File: src/rtl/rst_seq_pkg.sv
// Shared definitions for the reset sequencer: FSM state encodings,
// reset-cause bit positions and a small sizing helper.
package rst_seq_pkg;

  // FSM state encodings
  localparam logic [1:0] ST_ASSERT  = 2'd0;
  localparam logic [1:0] ST_RELEASE = 2'd1;
  localparam logic [1:0] ST_RUN     = 2'd2;

  // Bit positions inside the sticky reset-cause vector {sw, async, por}
  localparam int CAUSE_POR   = 0;
  localparam int CAUSE_ASYNC = 1;
  localparam int CAUSE_SW    = 2;

  // Larger of two integers, used to size the shared down-counter
  function automatic int max_int(input int a, input int b);
    return (a > b) ? a : b;
  endfunction

endpackage

File: src/rtl/rst_sync_cell.sv
// Multi-flop synchroniser for a single asynchronous level.
// The whole chain is cleared synchronously by clr_i.
module rst_sync_cell #(
  parameter int STAGES = 2
) (
  input  logic clk,
  input  logic clr_i,
  input  logic d_i,
  output logic q_o
);

  logic [STAGES-1:0] chain_q;

  // Shift the raw input through the chain; bit 0 is the metastability-catching flop
  always_ff @(posedge clk) begin
    if (clr_i) begin
      chain_q <= '0;
    end else begin
      chain_q <= {chain_q[STAGES-2:0], d_i};
    end
  end

  assign q_o = chain_q[STAGES-1];

endmodule

File: src/rtl/rst_sequencer.sv
// Reset sequencer: synchronises an asynchronous reset request, merges it
// with a software request, holds all outputs asserted for STRETCH cycles
// after the last request and then releases them one by one in ascending
// index order, GAP cycles apart.
// Optional feature macro: RST_SEQ_CAUSE_EN adds cause_clr / rst_cause,
// a sticky record of which sources caused a reset.
module rst_sequencer
  import rst_seq_pkg::*;
#(
  parameter int N_CH        = 4,
  parameter int SYNC_STAGES = 2,
  parameter int STRETCH     = 8,
  parameter int GAP         = 4
) (
  input  logic            clk,
  input  logic            rst,
  input  logic            async_rst,
  input  logic            sw_rst_req,
`ifdef RST_SEQ_CAUSE_EN
  input  logic            cause_clr,
  output logic [2:0]      rst_cause,
`endif
  output logic [N_CH-1:0] rst_out,
  output logic            all_released,
  output logic            busy
);

  localparam int CW  = $clog2(max_int(STRETCH, GAP) + 1);
  localparam int CHW = $clog2(N_CH) + 1;

  localparam logic [CW-1:0]  STRETCH_C = CW'(STRETCH);
  localparam logic [CW-1:0]  GAP_C     = CW'(GAP);
  localparam logic [CW-1:0]  ONE_C     = CW'(1);
  localparam logic [CHW-1:0] LAST_CH   = CHW'(N_CH - 1);

  logic            a_sync;
  logic            req;
  logic [1:0]      state_q, state_d;
  logic [CW-1:0]   cnt_q, cnt_d;
  logic [CHW-1:0]  ch_q, ch_d;
  logic [N_CH-1:0] rst_out_q, rst_out_d;
  logic [N_CH-1:0] rel_mask;

  rst_sync_cell #(
    .STAGES (SYNC_STAGES)
  ) u_sync (
    .clk   (clk),
    .clr_i (rst),
    .d_i   (async_rst),
    .q_o   (a_sync)
  );

  assign req = a_sync | sw_rst_req;

  // One-hot mask selecting the channel currently due for release
  generate
    for (genvar gi = 0; gi < N_CH; gi++) begin : g_mask
      assign rel_mask[gi] = (ch_q == CHW'(gi));
    end
  endgenerate

  // Next-state logic: any request aborts to ASSERT with a full stretch reload
  always_comb begin
    state_d   = state_q;
    cnt_d     = cnt_q;
    ch_d      = ch_q;
    rst_out_d = rst_out_q;
    if (req) begin
      state_d   = ST_ASSERT;
      cnt_d     = STRETCH_C;
      ch_d      = '0;
      rst_out_d = '1;
    end else begin
      case (state_q)
        ST_ASSERT: begin
          rst_out_d = '1;
          if (cnt_q == ONE_C) begin
            if (N_CH == 1) begin
              state_d   = ST_RUN;
              rst_out_d = '0;
            end else begin
              state_d      = ST_RELEASE;
              rst_out_d[0] = 1'b0;
              ch_d         = CHW'(1);
              cnt_d        = GAP_C;
            end
          end else begin
            cnt_d = cnt_q - ONE_C;
          end
        end
        ST_RELEASE: begin
          if (cnt_q == ONE_C) begin
            rst_out_d = rst_out_q & ~rel_mask;
            if (ch_q == LAST_CH) begin
              state_d = ST_RUN;
            end else begin
              ch_d  = ch_q + CHW'(1);
              cnt_d = GAP_C;
            end
          end else begin
            cnt_d = cnt_q - ONE_C;
          end
        end
        ST_RUN: begin
          rst_out_d = '0;
        end
        default: begin
          state_d   = ST_ASSERT;
          cnt_d     = STRETCH_C;
          ch_d      = '0;
          rst_out_d = '1;
        end
      endcase
    end
  end

  // State, counters and output register; block reset forces full assertion
  always_ff @(posedge clk) begin
    if (rst) begin
      state_q   <= ST_ASSERT;
      cnt_q     <= STRETCH_C;
      ch_q      <= '0;
      rst_out_q <= '1;
    end else begin
      state_q   <= state_d;
      cnt_q     <= cnt_d;
      ch_q      <= ch_d;
      rst_out_q <= rst_out_d;
    end
  end

  assign rst_out      = rst_out_q;
  assign all_released = ~|rst_out_q;
  assign busy         = |rst_out_q;

`ifdef RST_SEQ_CAUSE_EN
  logic       a_sync_q;
  logic [2:0] cause_q, cause_d;

  // Sticky cause bits: a clear pulse wipes them, but a new event in the same cycle wins
  always_comb begin
    cause_d = cause_q;
    if (cause_clr) begin
      cause_d = '0;
    end
    if (sw_rst_req) begin
      cause_d[CAUSE_SW] = 1'b1;
    end
    if (a_sync && !a_sync_q) begin
      cause_d[CAUSE_ASYNC] = 1'b1;
    end
  end

  // Cause register and synchronised-request edge detector
  always_ff @(posedge clk) begin
    if (rst) begin
      a_sync_q <= 1'b0;
      cause_q  <= 3'(1 << CAUSE_POR);
    end else begin
      a_sync_q <= a_sync;
      cause_q  <= cause_d;
    end
  end

  assign rst_cause = cause_q;
`endif

endmodule

File: config.mk
export PLATFORM = sky130hd
export DESIGN_NAME = rst_sequencer
export DESIGN_NICKNAME = d
export VERILOG_FILES = /design/src/rtl/rst_seq_pkg.sv /design/src/rtl/rst_sync_cell.sv /design/src/rtl/rst_sequencer.sv
export SDC_FILE = /design/constraint.sdc
export NUM_CORES = 1
export LEC_CHECK = 0
export BUFFER_PORTS_ARGS = -buffer_cell sky130_fd_sc_hd__buf_4
export CAP_MARGIN = 20
export CORE_UTILIZATION = 54
export CTS_BUF_LIST = sky130_fd_sc_hd__clkbuf_16
export CTS_CLUSTER_SIZE = 20
export DETAILED_ROUTE_END_ITERATION = 10
export GPL_ROUTABILITY_DRIVEN = 0
export PLACE_DENSITY = 0.75
export SYNTH_ARGS = -nofsm -noshare
export SYNTH_HDL_FRONTEND = slang
export SYNTH_SLANG_ARGS = --single-unit
File: constraint.sdc
create_clock -name clk -period 2.16 [get_ports clk]
set_input_delay 0.432 -clock clk [delete_from_list [all_inputs] [get_ports clk]]
set_output_delay 0.432 -clock clk [all_outputs]
set_load 0.05 [all_outputs]
==> results.sh <==
export IMPL_yosysWarnings=0
export IMPL_dpl_hpwl_mm=1.17
export IMPL_ant_nets=0
export IMPL_start_util_pct=60.1
export IMPL_ys_seq_area_share_pct=37.0
export IMPL_crit_arrival_ns=2.08
export IMPL_root_buffer="clkbuf_16"
export IMPL_grt_pass1_vias=652
export IMPL_post_dp_cell_area_um2=888
export IMPL_dieArea_um2=1660
export IMPL_worstSetupEndpointType="flip-flop"
export IMPL_synthCells=96
export IMPL_synthDistinctLibCells=33
export IMPL_drt_first_pass_iters=4
export IMPL_drc_errors=0
export IMPL_crit_fanout=6
export IMPL_numCtsBuffers=3
export IMPL_slew_headroom_pct=60.4
export IMPL_synth_nets=107
export IMPL_cap_viol_max_count=0
export IMPL_cp_start_kind="flip-flop"
export IMPL_fin_area_um2=967
export IMPL_dp_slack_ns=0.315
export IMPL_fin_ws_ns=0.239
export IMPL_synth_area_um2=811
export IMPL_powerDensity_nw_per_um2=709
export IMPL_synth_seq_cells=15
export IMPL_synth_avg_cell_area_um2=8.45
export IMPL_io_buffers=9
export IMPL_finalNetCount=117
export IMPL_fin_crit_sh_pct=88.9
export IMPL_wl_mm=1.78
export IMPL_peakVddDrop_uv=581
export IMPL_cts_resized=0
export IMPL_core_area_um2=1350
export IMPL_min_path_type="primary input to flip-flop"
export IMPL_routed_via_density=6.29
export IMPL_drive_gt1_share_pct=15.2
export IMPL_antenna_cells=0
export IMPL_clk_pin_slew_ns=0.05
export IMPL_antenna_found_initial=0
export IMPL_die_h_um=40.8
export IMPL_area_growth_syn_to_layout_pct=19.3
export IMPL_cts_hold_buffers_added=0
export IMPL_cts_sinks=15
export IMPL_rsz0062_at_grt="no"
export IMPL_track_usage_pct=26.2
export IMPL_clk_latency_ns=0.24
export IMPL_fmax_mhz=521
export IMPL_io_pins=10
export IMPL_skew_ns=0.000855
export IMPL_cts_tree="built"
export IMPL_grt_pass1_wl_mm=2.80
export IMPL_nFillCells=106
export IMPL_h_tree_depth=1
export IMPL_die_x_um=40.8
export IMPL_postCtsSetupBuffers=0
export IMPL_critical_path_class="flip-flop to flip-flop"
export IMPL_finalSetupTns_ns=0
export IMPL_status="completed"
export IMPL_post_place_cells=116
export IMPL_slew_violations=0
export IMPL_via_count=755
export IMPL_grt_start_max_net_pins=13
export IMPL_fin_crit_ns=1.92
export IMPL_leakagePower_nw=0.383
export IMPL_p_total_mw=0.686
export IMPL_drtIter0Drc=16
export IMPL_hold_violations=0
export IMPL_finalSetupViolCount=0
export IMPL_grt_overflow=0
export IMPL_stdcell_count=120
export IMPL_worst_pin_slew_ns=0.593
export IMPL_rows=13
export IMPL_wire_per_inst_um=14.8
export IMPL_clk_path_buf_depth=2
export IMPL_required_ns=2.32
cells in the mapped netlist:
master      n  area, um2
dfxtp_1    15        300
nor2_1      8       30.0
ha_1        7       87.6
inv_1       7       26.3
nand2_1     7       26.3
o21ai_0     5       25.0
a31oi_1     4       25.0
clkbuf_1    4       15.0
nor2b_1     4       25.0
and3_1      3       18.8
nand3_1     3       15.0
nand4_1     3       18.8
o211ai_1    3       22.5
o31ai_1     2       15.0
or3_1       2       12.5
or4_1       2       15.0
a21boi_0    1       7.51
a21oi_1     1       5.00
a2bb2oi_1   1       8.76
and2_1      1       6.26
and2b_2     1       8.76
clkbuf_2    1       5.00
mux2i_1     1       10.0
nand2b_1    1       6.26
nand4b_1    1       8.76
nor3_1      1       5.00
nor3b_1     1       7.51
nor3b_2     1       12.5
nor4_1      1       6.26
o2111ai_1   1       8.76
o31a_1      1       8.76
o32ai_1     1       8.76
or3b_1      1       8.76
layout by cell type, fill, tap and decap left out, types with 4 or more instances in the layout:
cell type / Yosys / layout
buf_4: 0 / 10
a31oi_1: 4 / 4
nor2b_1: 4 / 4
dfxtp_1: 15 / 15
inv_1: 7 / 7
o21ai_0: 5 / 5
ha_1: 7 / 7
nand2_1: 7 / 7
nor2_1: 8 / 8
area by class of cell:
cell class	count	area, um2	share of cell area (%)
Timing Repair Buffer	10	75.1	7.76
Tap cell	15	18.8	1.94
Multi-Input combinational cell	69	464	48.0
Clock inverter	1	3.75	0.388
Clock buffer	3	75.1	7.76
Inverter	7	30.0	3.10
Sequential cell	15	300	31.0
final timing paths:
kind	slack [ns]	startpoint	end	cells past startpoint
max	0.24	cnt_q[0]	ch_q[2]	4
min	0.37	rst	u_sync.chain_q[0]	2
max reg2reg	0.24	cnt_q[0]	ch_q[2]	4
min reg2reg	0.45	u_sync.chain_q[0]	u_sync.chain_q[1]	1
registers in the layout, summed over array words and instances (netlist names):
signal	cells
rst_out	4
u_sync.chain_q	2
state_q	2
cnt_q	4
ch_q	3
cell families after synthesis:
kind of cell | after synthesis | share of synthesized area (%)
flops | 15 | 37.0
compound gates | 20 | 16.7
mux | 1 | 1.23
buf+inv | 12 | 5.71
simple gates | 41 | 28.6
fa+ha+maj | 7 | 10.8
critical path, cell delays in order (launching register included):
cell,delay (ns)
dfxtp_1,0.40
ha_1,0.25
or3b_1,0.47
or4_1,0.53
a31oi_1,0.19
layer usage:
metal	up-vias	routed length, um	part of all wire (%)	global-route usage, %
li1	364	-	-	-
met1	350	748	42	29.2
met2	34	843	47	45.2
met3	7	121	6.8	8.15
met4	0	62	3.5	11.7
met5	-	0	0	0
power breakdown:
group | switching, mW | internal (mW) | total [mW]
clock network | 0.108 | 0.245 | 0.353
logic | 0.0202 | 0.0200 | 0.0402
registers | 0.00813 | 0.285 | 0.293
through the flow:
stage | hold WS [ns] | util, %
3_5_place_dp | 0.447 | 65.8
4_1_cts | 0.367 | 71.6
5_1_grt | 0.381 | 71.6
3_3_place_gp | 0.432 | 65.8
6_report | 0.366 | 71.6
2_1_floorplan | 0.414 | -
No activity file was read; power rests on OpenSTA's default activity.
